--- config.mk ---
export PLATFORM = sky130hd
export DESIGN_NAME = adma_atx_split
export DESIGN_NICKNAME = d
export VERILOG_FILES = /design/src/rtl/adma_atx_split.sv
export SDC_FILE = /design/constraint.sdc
export NUM_CORES = 1
export LEC_CHECK = 0
export BUFFER_PORTS_ARGS = -buffer_cell sky130_fd_sc_hd__buf_2
export CELL_PAD_IN_SITES_DETAIL_PLACEMENT = 1
export CELL_PAD_IN_SITES_GLOBAL_PLACEMENT = 1
export CORE_UTILIZATION = 29
export DETAILED_ROUTE_END_ITERATION = 7
export GPL_TIMING_DRIVEN = 1
export PLACE_DENSITY_LB_ADDON = 0.1
export SYNTH_ARGS = -nofsm -noshare
export SYNTH_HDL_FRONTEND = slang
export SYNTH_SLANG_ARGS = --single-unit
--- constraint.sdc ---
create_clock -name clk -period 2.33 [get_ports clk]
set_input_delay 0.5825 -clock clk [delete_from_list [all_inputs] [get_ports clk]]
set_output_delay 0.5825 -clock clk [all_outputs]
set_load 0.02 [all_outputs]
--- src/rtl/adma_atx_split.sv ---
// adma_atx_split: splits one DMA TX descriptor into AXI address transactions (ATXs).
// Define ADMA_ATX_4K_BOUNDARY_EN to keep every ATX inside a single 4 KB page.
module adma_atx_split #(
   parameter int unsigned ADDR_W        = 32,
   parameter int unsigned DMA_LENGTH_W  = 16,
   parameter int unsigned DATA_W        = 32,
   parameter int unsigned MAX_BURST_LEN = 16,
   parameter int unsigned ATX_NUM_OSTD  = 4
) (
   input  logic                    clk,
   input  logic                    rst_n,
   input  logic                    tx_vld_i,
   output logic                    tx_rdy_o,
   input  logic [ADDR_W-1:0]       tx_addr_i,
   input  logic [DMA_LENGTH_W-1:0] tx_len_i,
   output logic                    atx_vld_o,
   input  logic                    atx_rdy_i,
   output logic [ADDR_W-1:0]       atx_addr_o,
   output logic [7:0]              atx_len_o,
   output logic                    atx_last_o,
   output logic                    atx_start_o,
   output logic                    atx_start_last_o,
   input  logic                    atx_done_i,
   output logic                    idle_o
);

   localparam int unsigned Bytes   = DATA_W / 8;
   localparam int unsigned AddrLsb = $clog2(Bytes);
   localparam int unsigned RemW    = DMA_LENGTH_W + 1;
   localparam int unsigned CalcW   = RemW + 13;
   localparam int unsigned OstdW   = $clog2(ATX_NUM_OSTD + 1);
   localparam logic [ADDR_W-1:0] AddrMask = ~(ADDR_W'(Bytes - 1));

   typedef enum logic [1:0] {StIdle, StCalc, StIssue} state_e;

   state_e            state_q, state_d;
   logic [ADDR_W-1:0] cur_addr_q, cur_addr_d;
   logic [RemW-1:0]   remain_q, remain_d;
   logic [8:0]        burst_q, burst_d;
   logic              last_q, last_d;
   logic [OstdW-1:0]  ostd_q, ostd_d;

   logic [CalcW-1:0]  remain_ext;
   logic [CalcW-1:0]  burst_c;
   logic              atx_start;

   // Burst size for the ATX at cur_addr_q; only consumed in CALC.
   always_comb begin
      remain_ext = CalcW'(remain_q);
      burst_c    = (remain_ext < CalcW'(MAX_BURST_LEN)) ? remain_ext : CalcW'(MAX_BURST_LEN);
`ifdef ADMA_ATX_4K_BOUNDARY_EN
      begin
         logic [CalcW-1:0] to_4k;
         to_4k = (CalcW'(4096) - CalcW'(cur_addr_q[11:0])) >> AddrLsb;
         if (to_4k < burst_c) burst_c = to_4k;
      end
`endif
   end

   assign atx_start = atx_vld_o & atx_rdy_i;

   always_comb begin
      state_d    = state_q;
      cur_addr_d = cur_addr_q;
      remain_d   = remain_q;
      burst_d    = burst_q;
      last_d     = last_q;
      unique case (state_q)
         StIdle: begin
            if (tx_vld_i) begin
               cur_addr_d = tx_addr_i & AddrMask;
               remain_d   = RemW'(tx_len_i) + RemW'(1);
               state_d    = StCalc;
            end
         end
         StCalc: begin
            burst_d = burst_c[8:0];
            last_d  = (burst_c == remain_ext);
            state_d = StIssue;
         end
         StIssue: begin
            if (atx_start) begin
               cur_addr_d = cur_addr_q + (ADDR_W'(burst_q) << AddrLsb);
               remain_d   = remain_q - RemW'(burst_q);
               state_d    = last_q ? StIdle : StCalc;
            end
         end
         default: state_d = StIdle;
      endcase
   end

   // A done pulse with nothing outstanding is dropped.
   always_comb begin
      ostd_d = ostd_q;
      if (atx_start && !(atx_done_i && ostd_q != '0)) begin
         ostd_d = ostd_q + OstdW'(1);
      end else if (!atx_start && atx_done_i && ostd_q != '0) begin
         ostd_d = ostd_q - OstdW'(1);
      end
   end

   always_ff @(posedge clk or negedge rst_n) begin
      if (!rst_n) begin
         state_q    <= StIdle;
         cur_addr_q <= '0;
         remain_q   <= '0;
         burst_q    <= 9'd1;
         last_q     <= 1'b0;
         ostd_q     <= '0;
      end else begin
         state_q    <= state_d;
         cur_addr_q <= cur_addr_d;
         remain_q   <= remain_d;
         burst_q    <= burst_d;
         last_q     <= last_d;
         ostd_q     <= ostd_d;
      end
   end

   assign tx_rdy_o         = (state_q == StIdle);
   assign atx_vld_o        = (state_q == StIssue) && (ostd_q < OstdW'(ATX_NUM_OSTD));
   assign atx_addr_o       = cur_addr_q;
   assign atx_len_o        = 8'(burst_q - 9'd1);
   assign atx_last_o       = last_q;
   assign atx_start_o      = atx_start;
   assign atx_start_last_o = atx_start & last_q;
   assign idle_o           = (state_q == StIdle) && (ostd_q == '0);

endmodule

==> results.tsv, run 1 <==
stage	metric	value	unit
logic_synthesis	yosys_warnings	0	
clock_network	numCtsBuffers	9	
logic_synthesis	yosys.area_share.simple	25.3	%
global_routing	grtUsageTotal	20.7	%
placement	place_congestion	0.780	
global_routing	grt_pass1_vias	4843	
job	cap_violations	0	
sta	skew	0.00605	ns
routing	vias	4693	
floorplan	row_count	45	
worst_setup_path	worst_ep_required_time	1.75	ns
status	outcome	completed	
global_routing	grt_max_degree	63	
cells_and_area	instances_no_fill	868	
worst_setup_path	crit_arrival	1.70	ns
worst_setup_path	cp_max_fo	3	
routing	antenna_left	0	
logic_synthesis	synth_top_family_by_area	simple AND/OR/NAND/NOR gates	
sta	fin_crit_sh	97.9	%
sta	period_minus_slack	2.28	ns
clock_network	path_clk_slew	0.05	ns
clock_network	cts_tree	done	
cells_and_area	final_nets	752	
routing	vias_per_cell	5.41	
worst_setup_path	crit_path_start_kind	flip-flop	
cells_and_area	area.growth.synth_to_final	33.3	%
sta	rsz0062_at_grt	true	
clock_network	clockBufferDepth	2	
cells_and_area	antenna_cells	0	
floorplan	top_level_ports	99	
routing	first_pass_iters	4	
logic_synthesis	yosys.area_share.xor_xnor	5.04	%
logic_synthesis	async_reset_ff_share	100	%
pwr	p_per_area	1240	mW/mm2
cells_and_area	post-route-util	39.6	%
floorplan	dieArea	0.0161	mm2
logic_synthesis	netlist_area	0.00452	mm2
global_routing	grt_pass1_wl	25800	um
worst_setup_path	worstSetupPathType	reg2out	
clock_network	cts_sinks	62	
sta	hold_viol_final	0	
logic_synthesis	synth_flop_cell	dfrtp_1	
routing	wirelength	15900	um
cells_and_area	drive_gt1_share	31.6	%
global_routing	antenna_found_initial	0	
logic_synthesis	synth_compound_area_share	23.2	%
pwr	vdd_drop_max	679	uV
sta	setup_viol	0	
worst_hold_path	hp-class	in2async	
logic_synthesis	synthAdderAreaFrac	6.87	%
logic_synthesis	yosys.area.top_type_share	33.8	%
logic_synthesis	synth.area.top_cells	dfrtp_1 34%, ha_1 5.5%, o21ai_0 5.2%	
routing	drt_iter0_drc	233	
placement	hpwl	11600	um
worst_setup_path	crit_path_end_kind	output port	
global_routing	grt_overflow_total	0	
logic_synthesis	synth_top_cell_by_area	dfrtp_1	
floorplan	fp.dieH	127	um
clock_network	h-tree-depth	3	
logic_synthesis	synth-edff-count	0	
placement	port_buffers	94	
logic_synthesis	synth_seq_area_share	34.4	%
placement	place_inst	843	
floorplan	start_util	29.7	%
logic_synthesis	synthCells	544	
logic_synthesis	synth.area.mux_share	0.665	%
floorplan	coreArea	0.0152	mm2
pwr	p_leak	2.63	nW
clock_network	clock_latency	0.34	ns
routing	drc	0	
sta	clock.fmax	438	MHz
logic_synthesis	synth.ff_latch_count	62	
floorplan	die_x	127	um
logic_synthesis	ys_types	74	
logic_synthesis	avgSynthCellArea	8.30	um2
sta	drv_slew	0	
routing	wl_per_cell	18.3	um
clock_network	cts-root-buf	clkbuf_16	
-- flip-flops by register name (all words and copies together) (netlist names) --
| register | count |
|---|---|
| state_q | 2 |
| burst_q | 9 |
| atx_last_o | 1 |
| ostd_q | 3 |
| atx_addr_o | 30 |
| remain_q | 17 |
-- critical path, stage by stage (launching register included) --
cell and delay, ns:
dfrtp_1 0.40, inv_2 0.09, buf_6 0.10, nand4_1 0.11, nor4_2 0.31, xnor2_1 0.17
buf_4 0.17
-- layout make-up --
cell class                      count  area [um2]
Inverter                           22        87.6
Tap cell                          188         235
Sequential cell                    62        1560
Timing Repair Buffer              146         905
Multi-Input combinational cell    435        2950
Fill cell                        1780        9180
Clock buffer                       15         288
-- layer usage --
layer | routed length (um) | up-vias | GRT usage [%]
met3 | 517 | 12 | 4.43
met4 | 190 | 0 | 5.04
met5 | 0 | - | 0
li1 | - | 2274 | -
met2 | 7730 | 89 | 35.9
met1 | 7460 | 2318 | 26.2
-- Yosys cell counts (all sizes together) (2+ instances only) --
cell type  count
o22ai          2
a22oi          2
dfrtp         61
or3            7
a22o           4
and3          11
a31oi          8
a211o          2
mux2i          3
xor2          10
a211oi         9
o21ai         48
fa             3
clkbuf        16
o21a           6
o2111ai        2
buf           10
a221oi         2
o22a           3
xnor2         16
nor4           9
ha            20
nand2b         6
a21oi         37
o311ai         5
nor3          18
nand4         15
nand3b         5
a311oi         3
or2            3
and4           2
inv           22
or4            2
nor2b          5
and2           6
o211ai         8
nand2         49
nand3         27
nor2          52
a32oi          5
-- cell families after synthesis --
group,Yosys count
other cells,1
simple gates,221
fa+ha+maj,23
compound gates,160
buf+inv,48
xor+xnor,26
mux,3
flops,62
-- path summary, 6_finish.rpt --
| check | from | endpoint | slack, ns | cells after the start |
|---|---|---|---|---|
| worst max-delay path | burst_q[3] | atx_len_o[7] | 0.05 | 6 |
| worst min-delay path | rst_n | atx_addr_o[6] | 0.25 | 2 |
| worst max register to register | burst_q[0] | atx_addr_o[16] | 0.07 | 9 |
| worst min register to register | remain_q[12] | remain_q[12] | 0.51 | 1 |
| max in group asynchronous | rst_n | burst_q[0] | 1.75 | 2 |
| min in group clk | tx_addr_i[14] | atx_addr_o[14] | 0.48 | 2 |
-- through the flow --
stage	power [mW]	area (um2)	TNS (ns)	worst slack, ns	hold WS [ns]
final	7.48	6020	0	0.0483	0.248
after global routing	8.08	6020	-0.183	-0.0792	0.268
after CTS	7.39	5770	0	0.00286	0.275
after detailed placement	6.00	5460	-0.143	-0.0498	0.505
after global placement	5.87	5460	0	0.0374	0.500
after floorplan	4.45	4520	0	0.0537	0.287
-- where the power goes --
group	internal, mW	switching (mW)
clock network	0.832	0.501
logic	1.65	2.41
registers	1.52	0.557
total	4.01	3.47
-- timing repair --
action	4_1_cts	5_1_grt
setup buffers	1	9
resized for setup	4	50
hold buffers	0	0
endpoints found under the setup margin	9	32
pin swaps	1	17
-- placed cells by master (no fill, tap or decap), types with 16 or more instances in the layout --
cell	count
a21oi_1	32
buf_2	91
buf_4	50
dfrtp_1	57
nand2_1	48
nand3_1	25
nor2_1	45
nor3_1	17
o21ai_0	45
xnor2_1	16
No activity file was read; power rests on OpenSTA's default activity.
==> run 2: changes to the inputs <==
- CELL_PAD_IN_SITES_DETAIL_PLACEMENT: 1 -> unset
- CELL_PAD_IN_SITES_GLOBAL_PLACEMENT: 1 -> unset
- CORE_UTILIZATION: 29 -> 35
- PLACE_DENSITY_LB_ADDON: 0.1 -> unset
- clock period: 2.33 -> 2.4 ns (I/O delays scaled with it)
==> run 2 against run 1 <==
Clock power grew 5%. Cell area is 4.5% lower. Worst hold slack got worse by 0.15 ns. Worst setup slack worse by 0.012 ns. Via count down 2.9%. Largest cell class unchanged. Cell count down 3.8%. Largest power group unchanged.
==> results.tsv, run 2 (synthesis gave the netlist of run 1 again) <==
stage	metric	value	unit	change
status	outcome	completed		
global_routing	grt_overflow_total	0		unchanged
worst_setup_path	crit_arrival	1.76	ns	+0.06 ns
sta	period_minus_slack	2.36	ns	
sta	fin_crit_sh	98.5	%	
routing	wirelength	13500	um	-15%
sta	skew	0.00725	ns	+0.00119 ns
placement	hpwl	9850	um	-15%
worst_setup_path	worst_ep_required_time	1.80	ns	+0.05 ns
floorplan	dieArea	0.0134	mm2	-17%
pwr	p_leak	2.51	nW	-4.7%
clock_network	cts_tree	done		
floorplan	die_x	116	um	-8.8%
clock_network	clockBufferDepth	2		unchanged
routing	drt_iter0_drc	262		+12%
routing	antenna_left	0		unchanged
global_routing	grt_max_degree	39		-38%
pwr	power	7.01	mW	-6.2%
cells_and_area	final_cell_mix	92 x buf_2, 58 x dfrtp_1, 48 x nand2_1		
clock_network	cts-root-buf	clkbuf_16		
sta	drv_slew	0		unchanged
global_routing	antenna_found_initial	0		unchanged
cells_and_area	largest_register_ff_count	30		unchanged
global_routing	grt_pass1_vias	4309		-11%
routing	vias_per_cell	5.46		+0.96%
floorplan	fp.dieH	116	um	-8.8%
clock_network	path_clk_slew	0.06	ns	about the same
placement	place_congestion	0.887		+14%
sta	hold_viol_final	0		unchanged
floorplan	coreArea	0.0126	mm2	-17%
routing	drc	0		unchanged
cells_and_area	area.growth.synth_to_final	27.3	%	
worst_setup_path	worstSetupPathType	reg2out		
pwr	vdd_drop_max	600	uV	-12%
cells_and_area	drive_gt1_share	28.1	%	-3.6 points
routing	first_pass_iters	5		+1
floorplan	row_count	41		-8.9%
floorplan	top_level_ports	99		unchanged
global_routing	grt_pass1_wl	21600	um	-16%
floorplan	start_util	35.8	%	+6.1 points
worst_setup_path	regToRegSetupSlack	0.07	ns	about the same
worst_setup_path	crit_path_start_kind	flip-flop		
sta	setup_viol	0		unchanged
pwr	p_per_area	1220	mW/mm2	-1.8%
sta	whs	0.0986	ns	-0.149 ns
sta	clock.fmax	423	MHz	
sta	worstMarginPinSlew	0.511	ns	
worst_hold_path	hp-class	in2async		
placement	placed_area	0.00533	mm2	-2.4%
worst_setup_path	crit_path_end_kind	output port		
clock_network	h-tree-depth	3		unchanged
job	cap_violations	0		unchanged
cells_and_area	antenna_cells	0		unchanged
sta	relSlewSlack	65.8	%	
cells_and_area	layout_commonest_cell	buf_2		
routing	wl_per_cell	16.2	um	-12%
placement	port_buffers	94		unchanged
clock_network	cts_sinks	62		unchanged
cells_and_area	final_area	0.00575	mm2	-4.5%
cells_and_area	num-fill-cells	1290		-28%
clock_network	numCtsBuffers	9		unchanged
sta	tns	0	ns	unchanged
cells_and_area	final_nets	734		-2.4%
clock_network	clock_latency	0.34	ns	about the same
sta	rsz0062_at_grt	true		
global_routing	grtUsageTotal	21.0	%	+0.28 points
routing	vias	4558		-2.9%
worst_setup_path	cp_max_fo	4		+1
==> run 2: worst paths after layout <==
check | from | endpoint | cells past startpoint
hold / removal | rst_n | atx_addr_o[6] | 1
hold reg to reg | remain_q[6] | remain_q[6] | 2
max in group asynchronous | rst_n | burst_q[0] | 2
setup reg to reg | burst_q[0] | remain_q[16] | 8
setup / recovery | burst_q[4] | atx_len_o[7] | 5
min in group clk | tx_addr_i[20] | atx_addr_o[20] | 3
==> run 2: worst max-delay path: stages, from the launching register on <==
cell	delay [ns]
dfrtp_1	0.41
inv_1	0.15
nand4_1	0.15
nor4_2	0.38
xnor2_1	0.17
buf_4	0.17
==> run 2: report_power, final <==
part | switching [mW] | internal (mW) | total (mW)
sequential | 0.516 | 1.48 | 2.00
combinational | 2.18 | 1.43 | 3.62
clock | 0.493 | 0.907 | 1.40
==> run 2: metal layers <==
layer,track usage [%],vias up,wire (um)
met2,34.7,118,6500
met5,0,-,0
met4,7.45,0,165
met3,2.98,13,600
met1,28.0,2187,6240
li1,-,2240,-
==> run 2: metrics by stage <==
stage | worst slack (ns) | util (%) | instances
floorplan | 0.124 | - | 545
global placement | 0.0747 | 42.2 | 814
detailed placement | 0.0114 | 42.2 | 814
CTS | 0.00984 | 44.8 | 830
global route | -0.0662 | 45.6 | 835
finish | 0.0362 | 45.6 | 835
==> run 2: area by class of cell <==
type | instances | area, um2 | area share, %
Multi-Input combinational cell | 435 | 2840 | 49.3
Clock inverter | 6 | 86.3 | 1.50
Timing Repair Buffer | 128 | 743 | 12.9
Tap cell | 172 | 215 | 3.74
Inverter | 22 | 82.6 | 1.44
Clock buffer | 10 | 229 | 3.98
Sequential cell | 62 | 1560 | 27.1
==> run 2: timing repair <==
item / 4_1_cts / 5_1_grt
endpoints found under the setup margin: 3 / 17
gates resized for setup: 2 / 21
hold buffers: 0 / 0
setup buffers: 0 / 6
pin swaps: 1 / 8
==> run 3: changes to the inputs <==
- clock period: 2.4 -> 2.1 ns (I/O delays scaled with it)
==> run 3 against run 2 <==
The run now ends with setup timing left. First-iteration DRC count is 24% higher. Critical path depth is 5 higher. Register-to-register slack worse by 0.21 ns. Clock power hardly changed. Die area stayed put. Critical endpoint is now remain_q[12].
==> results.tsv, run 3 (synthesis gave the netlist of run 1 again) <==
stage	metric	value	unit	change
sta	period_minus_slack	2.24	ns	
routing	antenna_left	0		unchanged
worst_setup_path	r2r_cells	10		+2
worst_setup_path	worst_ep_required_time	2.32	ns	+0.52 ns
worst_setup_path	crit_path_start_kind	flip-flop		
clock_network	holdBufCountCts	0		unchanged
routing	first_pass_iters	4		-1
clock_network	clockBufferDepth	2		unchanged
pwr	vdd_drop_max	917	uV	+53%
cells_and_area	layout_commonest_cell	buf_4		
worst_setup_path	worstReg2RegEnd	remain_q[12]		
sta	fin_crit_sh	107	%	
floorplan	coreArea	0.0126	mm2	unchanged
sta	drv_slew	0		unchanged
worst_hold_path	hp-class	in2async		
worst_setup_path	cpMostUsedCell	buf_6		
worst_setup_path	critPathTopFamily	compound AO/OA/AOI/OAI gates		
floorplan	die_x	116	um	unchanged
cells_and_area	final_cell_mix	93 x buf_4, 87 x buf_2, 56 x dfrtp_1		
job	cap_violations	0		unchanged
cells_and_area	final_area	0.00680	mm2	+18%
sta	setup_viol	18		+18
routing	dr_wl_met3	675	um	+13%
worst_setup_path	cp_max_fo	5		+1
worst_setup_path	regToRegSetupSlack	-0.14	ns	-0.21 ns
sta	whs	0.129	ns	+0.0305 ns
floorplan	top_level_ports	99		unchanged
sta	hold_viol_final	0		unchanged
global_routing	grt_pass1_vias	4748		+10%
floorplan	fp.dieH	116	um	unchanged
floorplan	start_util	35.8	%	unchanged
sta	worst_slack	-0.143	ns	-0.180 ns
cells_and_area	area.growth.synth_to_final	50.7	%	
cells_and_area	seq_area	0.00156	mm2	+0.16%
sta	skew	0.00504	ns	-0.00221 ns
placement	placed_area	0.00577	mm2	+8.2%
routing	top_layer	met4		
routing	wl_per_cell	16.5	um	+2.1%
global_routing	grt_max_degree	39		unchanged
routing	drt_iter0_drc	324		+24%
floorplan	row_count	41		unchanged
worst_setup_path	worstSetupPathType	reg2reg		
worst_setup_path	crit_path_end_kind	flip-flop		
worst_setup_path	crit_chain	buf_6 > fa_2 > nand2b_4 > a21oi_4 > o211ai_1 > buf_4 > buf_6 > nand3b_1 > o21ai_1 > a31o_2		
clock_network	cts-root-buf	clkbuf_16		
cells_and_area	multi_input_area	0.00328	mm2	+16%
routing	dr_wl_met2	7290	um	+12%
clock_network	clock_latency	0.34	ns	about the same
routing	vias_per_cell	5.52		+1.0%
pwr	p_per_area	1340	mW/mm2	+9.5%
global_routing	grtUsageTotal	22.4	%	+1.4 points
placement	port_buffers	94		unchanged
pwr	power	9.08	mW	+30%
cells_and_area	drive_gt1_share	42.4	%	+14 points
placement	place_congestion	0.872		-1.7%
status	violations	setup timing		
routing	m1WireLength	6660	um	+6.8%
clock_network	cts_sinks	62		unchanged
placement	dp_slack	-0.205	ns	-0.217 ns
worst_setup_path	crit_arrival	2.47	ns	+0.71 ns
worst_setup_path	slowest_stage	dfrtp_2		
worst_setup_path	critPathBufInv	3		+1
floorplan	dieArea	0.0134	mm2	unchanged
sta	clock.fmax	446	MHz	
routing	wirelength	15000	um	+11%
cells_and_area	antenna_cells	0		unchanged
clock_network	numCtsBuffers	9		unchanged
cells_and_area	largest_register_ff_count	30		unchanged
status	outcome	complete, but fails checks		
sta	rsz0062_at_grt	true		
global_routing	grt_pass1_wl	23200	um	+7.7%
cells_and_area	final_nets	807		+9.9%
global_routing	antenna_found_initial	0		unchanged
routing	vias	4997		+9.6%
placement	hpwl	10300	um	+4.8%
clock_network	path_clk_slew	0.05	ns	about the same
routing	drc	0		unchanged
worst_setup_path	r2r_start	burst_q[1]		
clock_network	h-tree-depth	3		unchanged
clock_network	cts_tree	done		
worst_setup_path	max_stage_delay	0.46	ns	+0.05 ns
pwr	p_leak	2.99	nW	+19%
cells_and_area	num-fill-cells	1203		-6.7%
global_routing	grt_overflow_total	0		unchanged
[run 3: cell count changes in the layout (fill, tap and decap cells not counted), moves of 5 or more]
cell	change
buf_4	+58
buf_6	+19
o21ai_0	-14
o21ai_1	+11
ha_4	+8
a21oi_1	-7
a211oi_1	-6
a211oi_2	+6
ha_1	-6
nand3_1	-6
buf_2	-5
[run 3: routing by layer]
metal	up-vias	GRT usage [%]
met5	-	0
met4	0	9.00
met3	27	4.13
met2	134	36.5
met1	2450	29.5
li1	2386	-
[run 3: stage by stage]
step	cells	util (%)	TNS, ns
floorplan	545	-	-0.0168
global placement	868	45.7	-1.68
detailed placement	868	45.7	-2.83
CTS	895	49.9	-0.730
global route	906	53.9	-3.72
finish	906	53.9	-1.38
[run 3: power by group]
part           switching [mW]  internal [mW]
clock network           0.542          0.880
logic                    3.01           2.36
registers               0.593           1.69
total                    4.14           4.94
[run 3: final cells by class]
class,count,area share [%]
flip-flops and latches,62,22.9
inverters,22,1.25
repair buffers,201,20.4
clock buffers,13,3.97
clock inverters,1,0.0736
well taps,172,3.16
multi-input cells,435,48.2
[run 3: repair_timing]
action                                  4_1_cts  5_1_grt
cloned                                        0        0
buffers inserted                             14       13
endpoints found under the setup margin       37       40
gates resized for setup                      41       96
pin swaps                                    13       40
[run 3: how the worst max path moves through the flow]
stage | startpoint | slack (ns) | to | cells past startpoint
floorplan | atx_addr_o[6] | -0.009 | atx_addr_o[29] | 7
global placement | burst_q[0] | -0.16 | remain_q[16] | 8
detailed placement | burst_q[0] | -0.21 | remain_q[16] | 8
CTS | burst_q[0] | -0.1 | atx_addr_o[22] | 9
global route | burst_q[0] | -0.32 | remain_q[16] | 8
finish | burst_q[1] | -0.14 | remain_q[12] | 10
